[src/rtl/ram_bist_ctrl.sv]
// rtl/ram_bist_ctrl.sv - write/read-back self-test initiator for a single-port synchronous RAM
module ram_bist_ctrl #(
   parameter int                ADDR_W = 5,
   parameter int                DATA_W = 8,
   parameter int                RD_LAT = 1,
   parameter logic [DATA_W-1:0] SEED   = 8'hA5
) (
   input  logic              clk,
   input  logic              rst_n,
   input  logic              start,
   input  logic              abort,
   output logic              busy,
   output logic              done,
   output logic              pass,
   output logic [ADDR_W:0]   err_cnt,
   output logic [ADDR_W-1:0] fail_addr,
   output logic [DATA_W-1:0] fail_data,
   output logic              wena,
   output logic [ADDR_W-1:0] addr,
   output logic [DATA_W-1:0] datain,
   input  logic [DATA_W-1:0] dataout
);

   localparam int              DEPTH     = 2**ADDR_W;
   localparam logic [ADDR_W-1:0] ADDR_LAST = ADDR_W'(DEPTH - 1);
   localparam logic [ADDR_W:0]   ERR_MAX   = (ADDR_W+1)'(DEPTH);
   localparam logic [2:0]        DRN_LAST  = 3'(RD_LAT - 1);

   typedef enum logic [1:0] {IDLE, WRITE, READ, DRAIN} state_t;

   state_t              state, state_n;
   logic                wena_n, done_n, pass_n;
   logic [ADDR_W-1:0]   addr_n, fail_addr_n;
   logic [DATA_W-1:0]   datain_n, fail_data_n;
   logic [ADDR_W:0]     err_cnt_n;
   logic [2:0]          dcnt, dcnt_n;
   logic [RD_LAT-1:0]   pv, pv_n;
   logic [ADDR_W-1:0]   pa [RD_LAT];
   logic [ADDR_W-1:0]   pa_n [RD_LAT];
   logic                issue, cmp, mism;

   // Pattern: seed XOR the address bits repeated out to the data width
   function automatic logic [DATA_W-1:0] pat(input logic [ADDR_W-1:0] a);
      logic [DATA_W-1:0] r;
      r = '0;
      for (int i = 0; i < DATA_W; i++) r[i] = a[i % ADDR_W];
      return r ^ SEED;
   endfunction

   assign busy = (state != IDLE);

   always_comb begin
      state_n     = state;
      wena_n      = 1'b0;
      addr_n      = addr;
      datain_n    = datain;
      done_n      = 1'b0;
      pass_n      = pass;
      err_cnt_n   = err_cnt;
      fail_addr_n = fail_addr;
      fail_data_n = fail_data;
      dcnt_n      = dcnt;
      issue       = 1'b0;
      pv_n        = pv;
      pa_n        = pa;

      // Tail of the tag pipe lines up with dataout for the read it tags
      cmp  = pv[RD_LAT-1] && !abort && (state == READ || state == DRAIN);
      mism = cmp && (dataout != pat(pa[RD_LAT-1]));
      if (mism) begin
         if (err_cnt == '0) begin
            fail_addr_n = pa[RD_LAT-1];
            fail_data_n = dataout;
         end
         if (err_cnt != ERR_MAX) err_cnt_n = err_cnt + 1'b1;
      end

      case (state)
         IDLE: begin
            addr_n = '0;
            // done high means this is the exit cycle of DRAIN; hold off one cycle
            if (start && !abort && !done) begin
               state_n     = WRITE;
               wena_n      = 1'b1;
               datain_n    = pat('0);
               err_cnt_n   = '0;
               fail_addr_n = '0;
               fail_data_n = '0;
               pass_n      = 1'b0;
            end
         end
         WRITE: begin
            if (addr == ADDR_LAST) begin
               state_n = READ;
               addr_n  = '0;
            end else begin
               wena_n   = 1'b1;
               addr_n   = addr + ADDR_W'(1);
               datain_n = pat(addr + ADDR_W'(1));
            end
         end
         READ: begin
            issue = 1'b1;
            if (addr == ADDR_LAST) begin
               state_n = DRAIN;
               addr_n  = '0;
               dcnt_n  = '0;
            end else begin
               addr_n = addr + ADDR_W'(1);
            end
         end
         DRAIN: begin
            addr_n = '0;
            if (dcnt == DRN_LAST) begin
               state_n = IDLE;
               done_n  = 1'b1;
               pass_n  = (err_cnt_n == '0);
            end else begin
               dcnt_n = dcnt + 3'd1;
            end
         end
         default: state_n = IDLE;
      endcase

      pv_n[0] = issue;
      pa_n[0] = addr;
      for (int i = 1; i < RD_LAT; i++) begin
         pv_n[i] = pv[i-1];
         pa_n[i] = pa[i-1];
      end

      if (abort && state != IDLE) begin
         state_n = IDLE;
         wena_n  = 1'b0;
         addr_n  = '0;
         done_n  = 1'b0;
         pass_n  = pass;
         pv_n    = '0;
      end
   end

   always_ff @(posedge clk or negedge rst_n) begin
      if (!rst_n) begin
         state     <= IDLE;
         wena      <= 1'b0;
         addr      <= '0;
         datain    <= '0;
         done      <= 1'b0;
         pass      <= 1'b0;
         err_cnt   <= '0;
         fail_addr <= '0;
         fail_data <= '0;
         dcnt      <= '0;
         pv        <= '0;
         pa        <= '{default: '0};
      end else begin
         state     <= state_n;
         wena      <= wena_n;
         addr      <= addr_n;
         datain    <= datain_n;
         done      <= done_n;
         pass      <= pass_n;
         err_cnt   <= err_cnt_n;
         fail_addr <= fail_addr_n;
         fail_data <= fail_data_n;
         dcnt      <= dcnt_n;
         pv        <= pv_n;
         pa        <= pa_n;
      end
   end

endmodule

[config.mk]
export PLATFORM = sky130hd
export DESIGN_NAME = ram_bist_ctrl
export DESIGN_NICKNAME = d
export VERILOG_FILES = /design/src/rtl/ram_bist_ctrl.sv
export SDC_FILE = /design/constraint.sdc
export NUM_CORES = 1
export LEC_CHECK = 0
export BUFFER_PORTS_ARGS = -buffer_cell sky130_fd_sc_hd__buf_4
export CAP_MARGIN = 20
export CELL_PAD_IN_SITES_DETAIL_PLACEMENT = 1
export CELL_PAD_IN_SITES_GLOBAL_PLACEMENT = 1
export CORE_UTILIZATION = 25
export DETAILED_ROUTE_END_ITERATION = 16
export PLACE_DENSITY_LB_ADDON = 0.1
export SLEW_MARGIN = 20
export SYNTH_ARGS = -nofsm -noshare
export SYNTH_HDL_FRONTEND = slang
export SYNTH_SLANG_ARGS = --single-unit
[constraint.sdc]
create_clock -name clk -period 2.7 [get_ports clk]
set_input_delay 0.135 -clock clk [delete_from_list [all_inputs] [get_ports clk]]
set_output_delay 0.135 -clock clk [all_outputs]
set_load 0.01 [all_outputs]
==> summary.txt <==
Synth
  • Syn_area_per_cell: between 10 and 15 sq um
  • Yosys warning count: 0
  • Library cells used by synthesis: 38
  • Post-synthesis cell count: 218
  • Post-Synth XOR/XNOR Area: 3.944%
  • Proportion of synthesized area in mux cells: 6.817%
  • Syn_nets: approximately 240
  • Adder-Cell Fraction of Synth Area: between 6 and 7%
  • Seq/Total Area, Yosys: about half
  • Cell area after synthesis: roughly 0.0022 sq mm
  • Ys async rst share: 100.0%
  • Synthesized flop and latch total: 43
  • EDFF count, synth: 0
  • Compound-Gate Fraction of Synth Area: ~11%
  • Main combinational cell family by area after synthesis: simple AND/OR/NAND/NOR gates
  • Simple-gate share of the synthesized area: roughly 18%
  • Dominant synthesized flop cell: dfrtp_1

Route
  • DRC viols: 0
  • Antenna-violating nets left: 0
  • DR vias/cell: around 4.5
  • Starting DRT DRC Count: 27
  • Vias: 1668
  • Final wirelength: 5303 microns
  • Detailed Routing Iterations Pass 1: 2
  • DR WL/cell: approximately 14 microns

Placement
  • Port Buffers: 47
  • Placed Cells incl. Taps: between 300 and 400
  • DPL Wire Length: between 3000 and 4000 microns
  • GP Congestion: ~0.76

Layout
  • Final Util: a little under a third
  • Layout cells sized above 1: 25.10%
  • Diodes inserted: 0
  • Area Overhead vs Synth: 23.83%
  • Fin nets: ~290
  • Fin cells: 371

Floorplanning
  • Core ar.: 0.008678 sq mm
  • Die W: between 90 and 100 microns
  • Die ar.: roughly 0.0093 sq mm
  • Initial core utilization: roughly a quarter
  • # rows: 34
  • Die H: 96.25 microns
  • Number of I/O pins: 48

Timing
  • Worst clock skew: around 0.0062 ns
  • Final Critical Period: 2.160 ns
  • Hold Fails Final Rpt: 0
  • Pins Over Slew Limit: 0
  • Max_slew headroom: a little under half
  • RSZ-0062 raised after global routing: no
  • Worst slew pin tran: a little under 0.8 ns
  • Tcrit/Tclk final: approximately four fifths
  • Setup-failing EPs final: 0
  • TNS Setup: 0 ns
  • FMAX: 462.9 MHz

Flow run
  • Max-Cap Viols: 0

Power
  • Worst VDD drop: around 0.26 mV
  • Total Power: 2180 uW
  • Total leakage power: about 0.0014 uW
  • PD cells: 792.7 mW/mm^2

Clock tree
  • Clk_lat worst skew: around 0.30 ns
  • CTS sink cnt: 43
  • CTS max path bufs: 2
  • Reg clk slew, reported paths: 0.09 ns
  • Num CTS Buffers: 5
  • Post-CTS Resized: 0
  • H-tree Lvls: 2
  • TritonCTS clock tree: done
  • CTS root buffer: clkbuf_8

Setup path
  • Crit. End Element: register
  • Crit path kind: register to register
  • CP arrival: between 2 and 2.5 ns
  • Worst Path Max Fanout: 13
  • CP required: about 2.9 ns
  • Crit start category: register

Global routing
  • Total Routing Usage GR: roughly an eighth
  • Largest net degree at the start of global routing: 44
  • Congestion Overflow GR: 0
  • First-pass GRT wire length: roughly 8500 microns
  • Vias in the first global route: 1666
  • Initial antenna violation count: 0

Worst hold path
  • Worst min path class: input pin to register

Status
  • Status: finished, final reports clean
-- metal layers --
layer	vias to the layer above	wire length (microns)	track usage, %
met5	-	0	0
met3	7	228	3.160
met4	0	69	4.104
li1	823	-	-
met1	812	2535	16.43
met2	26	2470	19.68
-- metrics by stage --
step	cell area [sq um]	hold slack [ns]	setup WS (ns)
6_report	2750	0.09596	0.5396
2_1_floorplan	2221	-0.1606	0.7116
3_3_place_gp	2651	0.1870	0.5807
3_5_place_dp	2651	0.1803	0.5443
5_1_grt	2750	0.1038	0.3237
4_1_cts	2750	0.08560	0.5104
-- synthesized netlist by cell type (2+ instances only) --
cell type	count	share of area, %
o21a_1	3	1.0
nor2b_1	4	1.1
and3_1	4	1.1
a211oi_1	2	0.68
dfrtp_1	43	48
o21ai_0	13	2.9
xor2_1	4	1.6
nor3b_2	2	1.1
o41ai_2	2	1.5
nand2_1	15	2.5
ha_1	11	6.2
nor3_1	4	0.90
clkbuf_1	6	1.0
and3b_1	2	0.79
mux2i_1	14	6.3
nor2_1	31	5.2
inv_1	11	1.9
xnor2_1	6	2.4
a31oi_1	3	0.85
a22o_1	3	1.2
nand2b_1	2	0.56
buf_2	2	0.45
buf_4	5	1.7
nand3_1	7	1.6
a21oi_1	5	1.1
o211ai_1	2	0.68
-- registers in the layout, indices dropped and copies added, names as in the netlist, 2 cells and up --
name	flops
err_cnt	6
addr	5
dcnt	3
pa	5
datain	5
fail_addr	5
fail_data	8
state	2
-- report_power, final --
group	leakage (uW)	total, uW	switching, uW	internal [uW]
clock	0.0000402	421	240	180
sequential	0.000585	895	109	786
combinational	0.000810	865	473	392
total	0.00143	2180	822	1360
-- critical path: stages, from the launching register on --
cell and delay (ns):
dfrtp_1 0.42, inv_1 0.12, ha_1 0.31, nor2_1 0.09
nor3b_2 0.20, o41ai_2 0.10, or3b_1 0.36, buf_4 0.22
mux2i_1 0.17, nor2_1 0.06
-- worst paths after layout --
| path | slack (ns) | startpoint | endpoint | depth (start not counted) |
|---|---|---|---|---|
| min | 0.1 | dataout[1] | fail_data[1] | 3 |
| max reg2reg | 0.54 | state[0] | fail_addr[0] | 9 |
| max | 0.54 | state[0] | fail_addr[0] | 9 |
| min reg2reg | 0.46 | addr[4] | pa[4] | 0 |
| max in group asynchronous | 1.94 | rst_n | dcnt[2] | 2 |
| min in group asynchronous | 0.37 | rst_n | fail_data[6] | 2 |
-- placed cells by master (no fill, tap or decap), drive strengths merged, types with 2 or more instances in the layout --
cell type	synthesis	layout
a31oi	3	3
o21a	3	3
nor3b	2	2
o41ai	2	2
and3b	2	2
a22o	3	3
o21ai	13	13
nor3	4	4
nor2b	4	4
xnor2	6	6
a21oi	5	5
nand2b	2	2
clkinvlp	0	2
buf	8	50
a211oi	2	2
nor2	31	31
xor2	4	4
dfrtp	43	43
o211ai	2	2
ha	11	11
and3	4	4
nand2	15	15
nand3	7	7
inv	11	11
mux2i	14	14
clkbuf	6	5
-- cells by family (layout without fill, tap and decap cells) --
kind of cell             Yosys count  count (layout)
adder cells (fa/ha/maj)           11              11
multiplexers                      15              15
flip-flops                        43              43
XOR/XNOR                          10              10
buffers and inverters             25              70
AO/OA/AOI/OAI                     37              37
AND/OR/NAND/NOR                   77              77
-- layout make-up --
type                    count  area [sq um]
fillers                  1025          5928
flip-flops and latches     43          1076
multi-input cells         150          1023
repair buffers             51         385.4
well taps                 108         135.1
clock buffers               5         68.82
inverters                  11         41.29
clock inverters             3         20.02
-- what timing repair did --
item,CTS,global route
endpoints found under the hold margin,43,0
buffers inserted,0,0
hold buffers,1,0
No activity file was read; power rests on OpenSTA's default activity.
